==> src/rtl/booth_pkg.sv <==
// Shared definitions for the Booth multiplier issue path: FSM encoding,
// default operand width and a ceiling-log2 helper for counter widths.
package booth_pkg;

   localparam int DEFAULT_DATAWIDTH = 8;

   typedef enum logic [1:0] {
      ST_IDLE  = 2'd0,
      ST_ISSUE = 2'd1,
      ST_WAIT  = 2'd2,
      ST_HOLD  = 2'd3
   } state_t;

   function automatic int clog2(input int value);
      int bits;
      int span;
      bits = 32'sd0;
      span = 32'sd1;
      while (span < value) begin
         span = span * 32'sd2;
         bits = bits + 32'sd1;
      end
      return bits;
   endfunction

endpackage

==> src/rtl/booth_operand_fifo.sv <==
// Small operand FIFO holding {A,B} pairs for the issue controller.
// Head data is always visible; pop only advances the read pointer.
module booth_operand_fifo
   import booth_pkg::*;
#(
   parameter int WIDTH = 16,
   parameter int DEPTH = 2
) (
   input  logic             clk,
   input  logic             rst,
   input  logic             push,
   input  logic             pop,
   input  logic [WIDTH-1:0] din,
   output logic [WIDTH-1:0] head,
   output logic             full,
   output logic             empty
);

   localparam int PW = clog2(DEPTH);

   logic [WIDTH-1:0] mem_r [DEPTH];
   logic [PW-1:0]    wr_ptr_r;
   logic [PW-1:0]    rd_ptr_r;
   logic [PW:0]      count_r;
   logic             push_ok_s;
   logic             pop_ok_s;

   // Out-of-range requests are dropped so the count can never wrap.
   assign push_ok_s = push & ~full;
   assign pop_ok_s  = pop & ~empty;

   // Storage, pointers and occupancy; pointers wrap naturally at DEPTH (power of two).
   always_ff @(posedge clk) begin
      if (rst) begin
         wr_ptr_r <= '0;
         rd_ptr_r <= '0;
         count_r  <= '0;
         for (int i = 0; i < DEPTH; i++) begin
            mem_r[i] <= '0;
         end
      end else begin
         if (push_ok_s) begin
            mem_r[wr_ptr_r] <= din;
            wr_ptr_r        <= wr_ptr_r + PW'(1);
         end
         if (pop_ok_s) begin
            rd_ptr_r <= rd_ptr_r + PW'(1);
         end
         case ({push_ok_s, pop_ok_s})
            2'b10:   count_r <= count_r + (PW+1)'(1);
            2'b01:   count_r <= count_r - (PW+1)'(1);
            default: count_r <= count_r;
         endcase
      end
   end

   assign head  = mem_r[rd_ptr_r];
   assign full  = (count_r == (PW+1)'(DEPTH));
   assign empty = (count_r == '0);

endmodule

==> src/rtl/booth_mult_issue_ctrl.sv <==
// Issue stage for the Booth multiplier: buffers operand pairs, issues one start
// per pair, waits for done under a watchdog and presents the result on a stream.
module booth_mult_issue_ctrl
   import booth_pkg::*;
#(
   parameter int DATAWIDTH  = DEFAULT_DATAWIDTH,
   parameter int FIFO_DEPTH = 2,
   parameter int TIMEOUT    = 64
) (
   input  logic                   clk,
   input  logic                   rst,
   input  logic                   in_valid,
   output logic                   in_ready,
   input  logic [DATAWIDTH-1:0]   in_a,
   input  logic [DATAWIDTH-1:0]   in_b,
   output logic                   out_valid,
   input  logic                   out_ready,
   output logic [2*DATAWIDTH-1:0] out_result,
   output logic                   out_err,
   output logic                   mul_start,
   output logic [DATAWIDTH-1:0]   mul_a,
   output logic [DATAWIDTH-1:0]   mul_b,
   input  logic [2*DATAWIDTH-1:0] mul_result,
   input  logic                   mul_done
);

   localparam int                WW      = clog2(TIMEOUT);
   localparam logic [WW-1:0]     WD_LAST = WW'(TIMEOUT - 1);

   state_t                 state_r;
   logic [WW-1:0]          wd_r;
   logic                   rdy_en_r;
   logic                   out_valid_r;
   logic                   out_err_r;
   logic [2*DATAWIDTH-1:0] out_result_r;
   logic                   mul_start_r;
   logic [DATAWIDTH-1:0]   mul_a_r;
   logic [DATAWIDTH-1:0]   mul_b_r;

   logic [2*DATAWIDTH-1:0] head_s;
   logic                   full_s;
   logic                   empty_s;
   logic                   push_s;
   logic                   pop_s;

   booth_operand_fifo #(
      .WIDTH (2*DATAWIDTH),
      .DEPTH (FIFO_DEPTH)
   ) u_fifo (
      .clk   (clk),
      .rst   (rst),
      .push  (push_s),
      .pop   (pop_s),
      .din   ({in_a, in_b}),
      .head  (head_s),
      .full  (full_s),
      .empty (empty_s)
   );

   // rdy_en_r keeps the input closed during reset and opens it on the first cycle after.
   assign in_ready = rdy_en_r & ~full_s;
   assign push_s   = in_valid & in_ready;

   // The entry leaves the FIFO only when its WAIT phase completes (done or watchdog).
   always_comb begin
      pop_s = 1'b0;
      if (state_r == ST_WAIT) begin
         pop_s = mul_done | (wd_r == WD_LAST);
      end else begin
         pop_s = 1'b0;
      end
   end

   // Issue FSM, watchdog and all output registers.
   always_ff @(posedge clk) begin
      if (rst) begin
         state_r      <= ST_IDLE;
         wd_r         <= '0;
         rdy_en_r     <= 1'b0;
         out_valid_r  <= 1'b0;
         out_err_r    <= 1'b0;
         out_result_r <= '0;
         mul_start_r  <= 1'b0;
         mul_a_r      <= '0;
         mul_b_r      <= '0;
      end else begin
         rdy_en_r    <= 1'b1;
         mul_start_r <= 1'b0;
         case (state_r)
            ST_IDLE: begin
               if (!empty_s) begin
                  mul_a_r     <= head_s[2*DATAWIDTH-1:DATAWIDTH];
                  mul_b_r     <= head_s[DATAWIDTH-1:0];
                  mul_start_r <= 1'b1;
                  state_r     <= ST_ISSUE;
               end
            end
            ST_ISSUE: begin
               wd_r    <= '0;
               state_r <= ST_WAIT;
            end
            ST_WAIT: begin
               wd_r <= wd_r + WW'(1);
               // Done has priority over a coincident watchdog expiry.
               if (mul_done) begin
                  out_result_r <= mul_result;
                  out_err_r    <= 1'b0;
                  out_valid_r  <= 1'b1;
                  state_r      <= ST_HOLD;
               end else if (wd_r == WD_LAST) begin
                  out_result_r <= '0;
                  out_err_r    <= 1'b1;
                  out_valid_r  <= 1'b1;
                  state_r      <= ST_HOLD;
               end
            end
            ST_HOLD: begin
               if (out_ready) begin
                  out_valid_r <= 1'b0;
                  if (!empty_s) begin
                     mul_a_r     <= head_s[2*DATAWIDTH-1:DATAWIDTH];
                     mul_b_r     <= head_s[DATAWIDTH-1:0];
                     mul_start_r <= 1'b1;
                     state_r     <= ST_ISSUE;
                  end else begin
                     state_r <= ST_IDLE;
                  end
               end
            end
            default: begin
               state_r <= ST_IDLE;
            end
         endcase
      end
   end

   assign out_valid  = out_valid_r;
   assign out_err    = out_err_r;
   assign out_result = out_result_r;
   assign mul_start  = mul_start_r;
   assign mul_a      = mul_a_r;
   assign mul_b      = mul_b_r;

endmodule

==> config.mk <==
export PLATFORM = sky130hd
export DESIGN_NAME = booth_mult_issue_ctrl
export DESIGN_NICKNAME = d
export VERILOG_FILES = /design/src/rtl/booth_pkg.sv /design/src/rtl/booth_operand_fifo.sv /design/src/rtl/booth_mult_issue_ctrl.sv
export SDC_FILE = /design/constraint.sdc
export NUM_CORES = 1
export LEC_CHECK = 0
export BUFFER_PORTS_ARGS = -buffer_cell sky130_fd_sc_hd__buf_2
export CAP_MARGIN = 25
export CORE_MARGIN = 3
export CORE_UTILIZATION = 54
export CTS_CLUSTER_SIZE = 25
export DETAILED_ROUTE_END_ITERATION = 12
export PLACE_DENSITY = 0.8
export SETUP_SLACK_MARGIN = 0.02
export SYNTH_ARGS = -nofsm -noshare
export SYNTH_HDL_FRONTEND = slang
export SYNTH_HIERARCHICAL = 1
export SYNTH_SLANG_ARGS = --single-unit
export TNS_END_PERCENT = 5
==> constraint.sdc <==
create_clock -name clk -period 3.15 [get_ports clk]
set_input_delay 0.1575 -clock clk [delete_from_list [all_inputs] [get_ports clk]]
set_output_delay 0.1575 -clock clk [all_outputs]
set_load 0.02 [all_outputs]
==> out/qor.log, run 1 <==
[outcome] outcome finished, final reports clean
[clock_network] insertion delay to the later sink of the worst-skew pair 0.34 ns
[finish] layout cells sized above 1 28.2%
[clock_network] clock-pin slew on the worst setup and hold paths 0.08 ns
[worst_setup_path] sort of element at the end of the critical path register
[worst_setup_path] CP max-delay cell sky130_fd_sc_hd__a21oi_2
[synthesis] proportion of register bits with asynchronous set or reset after synthesis 0%
[synthesis] area fraction in compound gates after synthesis 10.7%
[synthesis] top cells by area, synth sky130_fd_sc_hd__dfxtp_1 29%, sky130_fd_sc_hd__edfxtp_1 29%, sky130_fd_sc_hd__nor2_1 6.6%
[clock_network] CTS tree done
[clock_network] cts hold-fix bufs 0
[clock_network] post-cts gate resize count 0
[global_routing] largest net degree at the start of global routing 44
[worst_setup_path] Data arrival, critical path 3.06 ns
[synthesis] synthesized net count 372
[global_routing] antenna violations before repair 0
[flow_run] number of max-capacitance violations reported 0
[synthesis] main combinational cell family by area after synthesis simple AND/OR/NAND/NOR gates
[die] placement row count 28
[die] die extent in x 84.9 µm
[die] height of the chip 84.9 µm
[synthesis] share of the synthesized netlist area taken by xor and xnor gates 1.04%
[synthesis] area share of fa/ha/maj cells after synthesis 2.23%
[finish] n_diodes 0
[worst_setup_path] Crit path required time 3.43 ns
[pwr] static leakage 1.62 nW
[worst_setup_path] Crit Path Category reg2reg
[die] effective utilization at floorplan 56.1%
[detailed_routing] starting DRC count in detailed routing 106
[pwr] worst IR drop on VDD 0.000353 V
[worst_setup_path] cells along the critical path inv_1, ha_1, and3_1, a21oi_2, inv_1, o21a_1, ha_1, or3_1, a21oi_1
[synthesis] Yosys reg bits 81
[synthesis] sequential element share of the synthesized area 57.8%
[worst_setup_path] startpoint types register
[finish] area of the multi-input gates 1280 µm²
[timing] time the worst path needs with I/O delays and setup 2.78 ns
[timing] number of failing hold endpoints at the final stage 0
[placement] setup slack at placement 0.432 ns
[detailed_routing] DRC 0
[synthesis] mean cell area of the mapped netlist 10.2 µm²
[finish] relative area change from synthesis to final layout 16.4%
[detailed_routing] number of optimization iterations in the first detailed-route pass 4
[global_routing] global-route wire length before repair 11200 µm
[clock_network] number of setup buffers added after CTS 0
[timing] maximum clock frequency 0.360 GHz
[worst_setup_path] delay of the slowest critical-path stage 0.60 ns
[timing] skew final 0.00574 ns
[synthesis] most frequent cells after synthesis 59 x sky130_fd_sc_hd__nor2_1, 49 x sky130_fd_sc_hd__dfxtp_1, 36 x sky130_fd_sc_hd__nand2_1
[timing] slew of the pin with the lowest slew margin 0.830 ns
[detailed_routing] routed wire length 6720 µm
[synthesis] flip-flop cell with the highest count after synthesis sky130_fd_sc_hd__dfxtp_1
[synthesis] dominant cell type by area after synthesis sky130_fd_sc_hd__dfxtp_1
[synthesis] most frequent cell after synthesis sky130_fd_sc_hd__nor2_1
[synthesis] Distinct cells, synth 41
[synthesis] area share of the leading cell type in the synthesized netlist 29.2%
[timing] part of the cycle the worst path needs 88.3%
[synthesis] Yosys warning count 6
[global_routing] via count of the first global-routing pass 2410
[global_routing] global router's overall resource usage 19.6%
[synthesis] gate count after technology mapping 329
[finish] area taken by flip-flops and latches 1940 µm²
[pwr] total power divided by cell area 649 nW/µm²
[timing] total of endpoints with negative setup slack in the final report 0
[synthesis] Post-synth EDFFs 32
[worst_setup_path] combined buffer and inverter count along the critical path 2
[detailed_routing] antenna-violating nets left 0
[detailed_routing] via total after detailed routing 2484
[clock_network] CTS root buffer sky130_fd_sc_hd__clkbuf_8
[worst_setup_path] cell type group with the largest total delay on the critical path compound AO/OA/AOI/OAI gates
[die] standard cell core area 5990 µm²
[timing] Final Max Tran Viols 0
[synthesis] post-synthesis share of cell area spent on and, or, nand and nor gates 18.4%
[worst_setup_path] largest fanout on the critical path 17
[timing] setup TNS 0 ns
[detailed_routing] Via density 5.22
[clock_network] number of buffers on the longest clock path 2
[finish] final net count 439
[placement] Port-buffer cells 72
[synthesis] multiplexer share of the synthesized area 5.66%
[clock_network] depth of the CTS H-tree 3
[synthesis] cell area after synthesis 3360 µm²
[worst_setup_path] setup slack, reg-to-reg 0.37 ns
[global_routing] GRT Residual Overflow 0
[die] Boundary Pins 73
[min_path] type of the most critical hold path in2reg
[placement] routability congestion estimate from global placement 0.716
[clock_network] number of buffers created by CTS 9
[die] full die area 7210 µm²
[finish] fill cell total of the finished layout 505
[placement] half-perimeter wire length after detailed placement 4600 µm
[clock_network] Clock Sinks 81
[detailed_routing] average wire length per cell after detail routing 14.1 µm
[timing] RSZ-0062 raised after global routing false
[timing] worst setup slack after layout 0.369 ns
[timing] Max-Slew Margin vs Limit 44.7%
## worst paths after layout
kind              start                 to  cells past startpoint
min           out_ready          out_valid                      2
max          state_r[0]  u_fifo/count_r[1]                      9
min reg2reg    mul_b[3]           mul_b[3]                      2
max reg2reg  state_r[0]  u_fifo/count_r[1]                      9
## per-layer routing
layer / up-vias / share of wire [%] / GRT usage, % / wire length [µm]
li1: 1256 / - / - / -
met1: 1161 / 45 / 26.1 / 3020
met2: 55 / 49 / 31.1 / 3280
met3: 12 / 4.5 / 3.88 / 304
met4: 0 / 1.8 / 8.63 / 122
met5: - / 0 / 0 / 0
## power breakdown
part	switching (mW)	internal, mW	total [mW]	leakage [nW]
clock	0.350	0.326	0.677	0.0932
sequential	0.0499	1.18	1.23	0.732
combinational	0.390	0.239	0.629	0.797
total	0.790	1.75	2.54	1.62
## kinds of logic (layout without fill, tap and decap cells)
| kind of cell | after synthesis | in the layout |
|---|---|---|
| and+or+nand+nor | 135 | 135 |
| DFF | 81 | 81 |
| muxes | 17 | 17 |
| xor gates and xnor gates | 4 | 4 |
| buffers and inverters | 29 | 101 |
| AOI/OAI and AO/OA | 57 | 57 |
| adders and majority gates | 6 | 6 |
## cell type report
class / instances / area share, %
sequential: 81 / 49.6
multi-input combinational: 219 / 32.7
timing repair buffer: 76 / 9.98
clock buffer: 13 / 4.06
tap: 75 / 2.40
inverter: 9 / 0.864
clock inverter: 3 / 0.384
## registers in the layout (all words and copies together), names as in the netlist, 2 cells and up, named ones only
name / count
mul_a: 8
mul_b: 8
out_result: 16
state_r: 2
u_fifo/count_r: 2
u_fifo/mem_r: 32
wd_r: 6
## cell usage in the layout, fill, tap and decap left out, types with 4 or more instances in the layout
cell,Yosys,layout
sky130_fd_sc_hd__dfxtp_1,49,49
sky130_fd_sc_hd__nor2_1,59,59
sky130_fd_sc_hd__buf_4,1,4
sky130_fd_sc_hd__buf_2,4,72
sky130_fd_sc_hd__nand2b_1,20,20
sky130_fd_sc_hd__ha_1,6,6
sky130_fd_sc_hd__a22oi_1,18,18
sky130_fd_sc_hd__o21ai_0,6,6
sky130_fd_sc_hd__edfxtp_1,32,32
sky130_fd_sc_hd__mux2_2,16,16
sky130_fd_sc_hd__a21oi_1,25,25
sky130_fd_sc_hd__clkbuf_8,0,11
sky130_fd_sc_hd__nand2_1,36,36
sky130_fd_sc_hd__inv_1,8,8
## per-stage QoR
| stage | total power [mW] | area (µm²) | hold WS (ns) | cells | utilization [%] |
|---|---|---|---|---|---|
| floorplan | 1.72 | 3360 | 0.264 | 329 | - |
| global placement | 1.86 | 3740 | 0.400 | 460 | 62.4 |
| detailed placement | 1.88 | 3740 | 0.401 | 460 | 62.4 |
| CTS | 2.55 | 3910 | 0.0327 | 476 | 65.3 |
| global route | 2.68 | 3910 | 0.0321 | 476 | 65.3 |
| finish | 2.54 | 3910 | 0.0494 | 476 | 65.3 |
(Power assumes the default switching activity.)
==> run 2, diff against run 1 <==
Settings changed: CELL_PAD_IN_SITES_DETAIL_PLACEMENT from default to 0, CELL_PAD_IN_SITES_GLOBAL_PLACEMENT from default to 1, CORE_UTILIZATION 54 to 41, PLACE_DENSITY 0.8 to 0.79, RECOVER_POWER from default to 100.
==> run 2 against run 1 <==
Flip-flop and latch count unchanged; critical path type unchanged; clock skew increased by 0.0019 ns; total power is 0.72% higher; worst hold slack better by 0.0026 ns; worst setup slack better by 0.062 ns; clock power up 9.0%; highest routed layer unchanged; the flow now finishes with violations (capacitance limit, slew limit); non-clock buffer count unchanged; wire length is 2.9% lower.
==> out/qor.log, run 2 (synthesis results as in run 1) <==
[finish] largest register by flop count u_fifo/mem_r
[die] effective utilization at floorplan 42.8% [-13 points]
[timing] final worst hold slack 0.0520 ns [+0.00256 ns]
[detailed_routing] Via density 4.80 [-8.1%]
[detailed_routing] starting DRC count in detailed routing 117 [+10%]
[worst_setup_path] capturing point of the worst reg2reg path u_fifo/count_r[1]
[pwr] Gate power share 22.8% [-2.0 points]
[clock_network] depth of the CTS H-tree 3 [unchanged]
[min_path] cell count of the worst hold path 3 [+1]
[pwr] worst IR drop on VDD 0.000225 V [-36%]
[clock_network] Clock Sinks 81 [unchanged]
[timing] worst setup slack after layout 0.431 ns [+0.0615 ns]
[min_path] hold path startpoint mul_result[3]
[clock_network] cts hold-fix bufs 0 [unchanged]
[detailed_routing] DRC 0 [unchanged]
[pwr] sequential power share 48.4% [-0.2 points]
[pwr] internal cell power 1.77 mW [+1.0%]
[placement] Port-buffer cells 72 [unchanged]
[outcome] outcome complete, but fails checks
[clock_network] CTS root buffer sky130_fd_sc_hd__clkbuf_8
[worst_setup_path] count of cells along the worst register-to-register path 9 [unchanged]
[worst_setup_path] startpoint types register
[timing] RSZ-0062 raised after global routing false
[min_path] endpoint of the worst hold-timing path out_result[3]
[timing] skew final 0.00766 ns [+0.00192 ns]
[finish] relative area change from synthesis to final layout 16.0%
[outcome] violated checks capacitance limit, slew limit
[die] Boundary Pins 73 [unchanged]
[finish] layout cells sized above 1 18.0% [-10 points]
[global_routing] GRT Residual Overflow 0 [unchanged]
[finish] final net count 439 [unchanged]
[timing] Max-Slew Margin vs Limit -63.3% [-110 points]
[pwr] P_sw 790 µW [about the same]
[clock_network] number of buffers created by CTS 9 [unchanged]
[flow_run] number of max-capacitance violations reported 1 [+1]
[detailed_routing] number of optimization iterations in the first detailed-route pass 5 [+1]
[timing] number of failing hold endpoints at the final stage 0 [unchanged]
[global_routing] antenna violations before repair 0 [unchanged]
[die] standard cell core area 7850 µm² [+31%]
[clock_network] post-cts gate resize count 0 [unchanged]
[finish] utilization after layout 49.7% [-16 points]
[clock_network] insertion delay to the later sink of the worst-skew pair 0.35 ns [about the same]
[die] height of the chip 96.5 µm [+14%]
[global_routing] global-route wire length before repair 10300 µm [-7.9%]
[worst_setup_path] Crit Path Category reg2reg
[clock_network] number of setup buffers added after CTS 0 [unchanged]
[clock_network] number of buffers on the longest clock path 2 [unchanged]
[placement] half-perimeter wire length after detailed placement 4560 µm [-0.91%]
[global_routing] largest net degree at the start of global routing 64 [+45%]
[clock_network] CTS tree done
[worst_setup_path] setup slack, reg-to-reg 0.43 ns [+0.06 ns]
[global_routing] global router's overall resource usage 14.5% [-5.1 points]
[pwr] total power divided by cell area 656 nW/µm² [+1.0%]
[finish] n_diodes 0 [unchanged]
[placement] routability congestion estimate from global placement 0.744 [+3.9%]
[die] die extent in x 96.5 µm [+14%]
[pwr] switching power share of the total 30.9% [-0.23 points]
[worst_setup_path] startpoint of the most critical register-to-register path state_r[0]
[detailed_routing] routed wire length 6530 µm [-2.9%]
[timing] maximum clock frequency 0.368 GHz [+2.3%]
[die] full die area 9320 µm² [+29%]
[worst_setup_path] sort of element at the end of the critical path register
[pwr] static leakage 1.45 nW [-10%]
[global_routing] via count of the first global-routing pass 2208 [-8.4%]
[timing] slew of the pin with the lowest slew margin 2.45 ns [+1.62 ns]
[detailed_routing] average wire length per cell after detail routing 13.0 µm [-8.1%]
[worst_setup_path] Data arrival, critical path 2.96 ns [-0.10 ns]
[min_path] type of the most critical hold path in2reg
[timing] time the worst path needs with I/O delays and setup 2.72 ns [-0.0615 ns]
[clock_network] clock-pin slew on the worst setup and hold paths 0.08 ns [about the same]
[timing] Final Max Tran Viols 64 [+64]
[worst_setup_path] largest fanout on the critical path 17 [unchanged]
[finish] highest-count cells in the layout ignoring fill and taps 59 x sky130_fd_sc_hd__nor2_1, 49 x sky130_fd_sc_hd__dfxtp_1, 40 x sky130_fd_sc_hd__clkbuf_1, 36 x sky130_fd_sc_hd__nand2_1, 35 x sky130_fd_sc_hd__buf_2
[pwr] portion of total power attributed to the clock network 28.9% [+2.3 points]
[die] placement row count 32 [+14%]
[timing] total of endpoints with negative setup slack in the final report 0 [unchanged]
[placement] setup slack at placement 0.462 ns [+0.0305 ns]
[timing] part of the cycle the worst path needs 86.3% [-2.0 points]
[finish] leading cell type in the layout, fill and taps excluded sky130_fd_sc_hd__nor2_1
[timing] setup TNS 0 ns [unchanged]
[finish] max FFs per register 32 [unchanged]
[finish] fill cell total of the finished layout 797 [+58%]
[detailed_routing] antenna-violating nets left 0 [unchanged]
[worst_setup_path] Crit path required time 3.39 ns [-0.04 ns]
[detailed_routing] via total after detailed routing 2412 [-2.9%]
[run 2: cell types whose count changed in the layout (fill, tap and decap cells not counted), moves of 2 or more]
cell,previous run,this run
sky130_fd_sc_hd__clkbuf_1,2,40
sky130_fd_sc_hd__buf_2,72,35
sky130_fd_sc_hd__buf_4,4,1
sky130_fd_sc_hd__clkinv_2,3,0
sky130_fd_sc_hd__clkbuf_8,11,9
sky130_fd_sc_hd__clkinvlp_4,0,2
[run 2: stage by stage]
stage	area (µm²)	total power [mW]	std cells
2_1_floorplan	3360	1.72	329
3_5_place_dp	3770	1.87	487
5_1_grt	3900	2.70	503
4_1_cts	3970	2.61	503
3_3_place_gp	3770	1.86	487
6_report	3900	2.56	503
[run 2: layout make-up]
type                       instances  area [µm²]  share of cell area [%]
sequential                        81        1940                    49.8
multi-input combinational        219        1270                    32.5
timing repair buffer              76         334                    8.57
clock buffer                      10         128                    3.27
tap                              102         128                    3.27
clock inverter                     6        67.6                    1.73
inverter                           9        33.8                   0.866
[run 2: power groups by stage]
stage / clock network [mW] / logic (mW) / registers, mW
after floorplan: 0 / 0.414 / 1.31
after global placement: 0 / 0.610 / 1.25
after detailed placement: 0 / 0.612 / 1.26
after CTS: 0.760 / 0.617 / 1.24
after global routing: 0.806 / 0.649 / 1.25
final: 0.738 / 0.583 / 1.24
[run 2: worst max-delay path, stage by stage, from the launching register on]
cell                      delay [ns]
sky130_fd_sc_hd__dfxtp_1        0.36
sky130_fd_sc_hd__inv_1          0.09
sky130_fd_sc_hd__ha_1           0.27
sky130_fd_sc_hd__and3_1         0.23
sky130_fd_sc_hd__a21oi_2        0.55
sky130_fd_sc_hd__inv_1          0.13
sky130_fd_sc_hd__o21a_1         0.16
sky130_fd_sc_hd__ha_1           0.31
sky130_fd_sc_hd__or3_1          0.36
sky130_fd_sc_hd__a21oi_1        0.14
[run 2: layer usage]
metal	share of wire (%)	GRT usage [%]	wire, µm	vias up
met5	0	0	0	-
met4	1.5	5.96	95	0
met3	4.3	3.95	281	5
met2	44	21.1	2850	43
met1	51	20.2	3300	1107
li1	-	-	-	1257
[run 2: how the worst max path moves through the flow]
stage	startpoint	endpoint	slack, ns	cells past startpoint
2_1_floorplan	u_fifo/count_r[0]	u_fifo/mem_r[0][0]	0.71	8
3_3_place_gp	state_r[0]	u_fifo/count_r[1]	0.52	9
3_5_place_dp	state_r[0]	u_fifo/count_r[1]	0.46	9
4_1_cts	state_r[0]	u_fifo/count_r[1]	0.44	9
5_1_grt	rst	out_valid	0.20	5
6_report	state_r[0]	u_fifo/count_r[1]	0.43	9
==> run 3, diff against run 2 <==
Settings changed: CORE_MARGIN 3 to 2, CORE_UTILIZATION 41 to 37, PLACE_DENSITY 0.79 to 0.76.
Clock period 3.15 ns to 2.3 ns, I/O delays scaled along.
==> run 3 against run 2 <==
Clock-buffer cell count increased by 1; sequential share of layout area is 0.32 points lower; sequential power increased by 36%; wire length rose by 4.7%; worst setup slack lost 0.24 ns; design area grew 0.64%; via count rose by 2.8%; fmax increased by 29%; critical path type unchanged; the run now ends clean; worst hold slack got worse by 0.031 ns.
==> out/qor.log, run 3 (synthesis results as in run 1) <==
[global_routing] GRT Residual Overflow 0 [unchanged]
[detailed_routing] routed wire length 6830 µm [+4.7%]
[die] Boundary Pins 73 [unchanged]
[finish] utilization after layout 44.8% [-4.9 points]
[clock_network] CTS root buffer sky130_fd_sc_hd__clkbuf_8
[worst_setup_path] Crit path required time 2.55 ns [-0.84 ns]
[worst_setup_path] Crit Path Category reg2reg
[clock_network] number of buffers on the longest clock path 2 [unchanged]
[global_routing] via count of the first global-routing pass 2430 [+10%]
[finish] final net count 445 [+1.4%]
[die] standard cell core area 8760 µm² [+12%]
[finish] area of the multi-input gates 1280 µm² [+1.2%]
[worst_setup_path] capturing point of the worst reg2reg path u_fifo/count_r[1]
[clock_network] depth of the CTS H-tree 3 [unchanged]
[worst_setup_path] startpoint of the most critical register-to-register path state_r[0]
[worst_setup_path] Data arrival, critical path 2.36 ns [-0.60 ns]
[global_routing] largest net degree at the start of global routing 42 [-34%]
[die] full die area 9860 µm² [+5.8%]
[timing] worst setup slack after layout 0.189 ns [-0.241 ns]
[clock_network] number of buffers created by CTS 9 [unchanged]
[finish] n_diodes 0 [unchanged]
[finish] layout cells sized above 1 18.9% [+0.96 points]
[timing] slew of the pin with the lowest slew margin 0.832 ns [-1.62 ns]
[placement] routability congestion estimate from global placement 0.755 [+1.5%]
[timing] Max-Slew Margin vs Limit 44.5% [+110 points]
[placement] placed cell count 498 [+2.3%]
[worst_setup_path] delay of the slowest critical-path stage 0.37 ns [-0.18 ns]
[clock_network] CTS tree done
[finish] leading cell type in the layout, fill and taps excluded sky130_fd_sc_hd__nor2_1
[die] placement row count 34 [+6.3%]
[finish] relative area change from synthesis to final layout 16.8%
[worst_setup_path] depth of the critical timing path with buffers and inverters included 10 [+1]
[clock_network] insertion delay to the later sink of the worst-skew pair 0.34 ns [about the same]
[worst_setup_path] largest fanout on the critical path 6 [-11]
[worst_setup_path] cells along the critical path inv_1, ha_2, and3_1, a21oi_2, inv_1, o21a_1, ha_4, xnor2_1, or3_1, a21oi_1
[detailed_routing] starting DRC count in detailed routing 150 [+28%]
[min_path] cell count of the worst hold path 3 [unchanged]
[worst_setup_path] startpoint types register
[pwr] total power divided by cell area 865 nW/µm² [+32%]
[worst_setup_path] cell type group with the largest total delay on the critical path simple AND/OR/NAND/NOR gates
[min_path] type of the most critical hold path in2reg
[detailed_routing] DRC 0 [unchanged]
[worst_setup_path] crit-path most repeated cell sky130_fd_sc_hd__inv_1
[placement] setup slack at placement 0.124 ns [-0.338 ns]
[clock_network] Clock Sinks 81 [unchanged]
[detailed_routing] Via density 4.82 [+0.42%]
[global_routing] global router's overall resource usage 14.4% [-0.051 points]
[pwr] static leakage 1.46 nW [+0.18%]
[die] height of the chip 99.3 µm [+2.9%]
[detailed_routing] antenna-violating nets left 0 [unchanged]
[timing] setup TNS 0 ns [unchanged]
[timing] total of endpoints with negative setup slack in the final report 0 [unchanged]
[worst_setup_path] setup slack, reg-to-reg 0.19 ns [-0.24 ns]
[finish] max FFs per register 32 [unchanged]
[outcome] outcome finished, final reports clean
[worst_setup_path] count of cells along the worst register-to-register path 10 [+1]
[timing] part of the cycle the worst path needs 91.8% [+5.4 points]
[timing] Final Max Tran Viols 0 [-100%]
[min_path] endpoint of the worst hold-timing path out_result[4]
[worst_setup_path] Critical Path Source state_r[0]
[global_routing] global-route wire length before repair 11400 µm [+11%]
[finish] Non-Filler Instances 515 [+2.4%]
[worst_setup_path] combined buffer and inverter count along the critical path 2 [unchanged]
[timing] number of failing hold endpoints at the final stage 0 [unchanged]
[detailed_routing] average wire length per cell after detail routing 13.3 µm [+2.3%]
[detailed_routing] number of optimization iterations in the first detailed-route pass 4 [-1]
[placement] Port-buffer cells 72 [unchanged]
[min_path] hold path startpoint mul_result[4]
[worst_setup_path] sort of element at the end of the critical path register
[worst_setup_path] CP max-delay cell sky130_fd_sc_hd__dfxtp_1
[finish] highest-count cells in the layout ignoring fill and taps 59 x sky130_fd_sc_hd__nor2_1, 49 x sky130_fd_sc_hd__dfxtp_1, 42 x sky130_fd_sc_hd__clkbuf_1, 36 x sky130_fd_sc_hd__nand2_1, 36 x sky130_fd_sc_hd__buf_2
[pwr] worst IR drop on VDD 0.000283 V [+26%]
[global_routing] antenna violations before repair 0 [unchanged]
[clock_network] number of setup buffers added after CTS 0 [unchanged]
[finish] area taken by flip-flops and latches 1940 µm² [unchanged]
[timing] maximum clock frequency 0.474 GHz [+29%]
[timing] RSZ-0062 raised after global routing false
[placement] half-perimeter wire length after detailed placement 4690 µm [+2.8%]
[detailed_routing] via total after detailed routing 2480 [+2.8%]
[timing] skew final 0.0110 ns [+0.00338 ns]
[clock_network] clock-pin slew on the worst setup and hold paths 0.09 ns [about the same]
[pwr] overall power 3.40 mW [+33%]
[die] die extent in x 99.3 µm [+2.9%]
[die] effective utilization at floorplan 38.3% [-4.5 points]
[flow_run] number of max-capacitance violations reported 0 [-1]
[finish] fill cell total of the finished layout 901 [+13%]
[finish] largest register by flop count u_fifo/mem_r
[timing] time the worst path needs with I/O delays and setup 2.11 ns [-0.609 ns]
==> run 3: cell count changes in the layout (fill, tap and decap cells not counted), moves of 2 or more <==
cell,previous run,this run
sky130_fd_sc_hd__clkbuf_2,1,4
sky130_fd_sc_hd__clkbuf_1,40,42
sky130_fd_sc_hd__clkinv_2,0,2
sky130_fd_sc_hd__ha_1,6,4
==> run 3: layout make-up <==
| class | instances | area share, % |
|---|---|---|
| multi-input cells | 219 | 32.7 |
| inverters | 9 | 0.861 |
| well taps | 108 | 3.44 |
| flip-flops and latches | 81 | 49.5 |
| repair buffers | 82 | 9.37 |
| clock inverters | 5 | 0.829 |
| clock buffers | 11 | 3.35 |
==> run 3: worst max path at each step <==
stage,endpoint,slack [ns]
4_1_cts,u_fifo/count_r[1],0.09
3_3_place_gp,u_fifo/count_r[1],0.20
5_1_grt,u_fifo/count_r[1],0.02
6_report,u_fifo/count_r[1],0.19
2_1_floorplan,u_fifo/mem_r[0][0],0.06
3_5_place_dp,u_fifo/count_r[1],0.12
==> run 3: stage by stage <==
step           hold slack [ns]  cell area, µm²
4_1_cts                0.00435            3990
2_1_floorplan            0.222            3360
3_3_place_gp             0.365            3820
3_5_place_dp             0.370            3820
5_1_grt                 0.0217            3930
6_report                0.0213            3930
==> run 3: timing repair <==
item | CTS | global route
gates resized for setup | 0 | 3
endpoints found under the setup margin | 0 | 1
hold buffers | 1 | 0
endpoints found under the hold margin | 1 | 0
==> run 3: routing by layer <==
layer | routed length [µm] | GRT usage, % | part of all wire, % | vias up
li1 | - | - | - | 1271
met1 | 3170 | 19.5 | 46 | 1167
met2 | 3320 | 23.1 | 49 | 36
met3 | 251 | 2.18 | 3.7 | 6
met4 | 87 | 6.32 | 1.3 | 0
met5 | 0 | 0 | 0 | -
==> run 3: report_power, final <==
part	internal (mW)	switching, mW
clock	0.389	0.495
sequential	1.62	0.0702
combinational	0.292	0.528
total	2.30	1.09
==> run 3: worst register-to-register path, stage by stage (launching register included) <==
cell and delay [ns]:
sky130_fd_sc_hd__dfxtp_1 0.37, sky130_fd_sc_hd__inv_1 0.10, sky130_fd_sc_hd__ha_2 0.23, sky130_fd_sc_hd__and3_1 0.22
sky130_fd_sc_hd__a21oi_2 0.16, sky130_fd_sc_hd__inv_1 0.08, sky130_fd_sc_hd__o21a_1 0.15, sky130_fd_sc_hd__ha_4 0.17
sky130_fd_sc_hd__xnor2_1 0.12, sky130_fd_sc_hd__or3_1 0.30, sky130_fd_sc_hd__a21oi_1 0.13
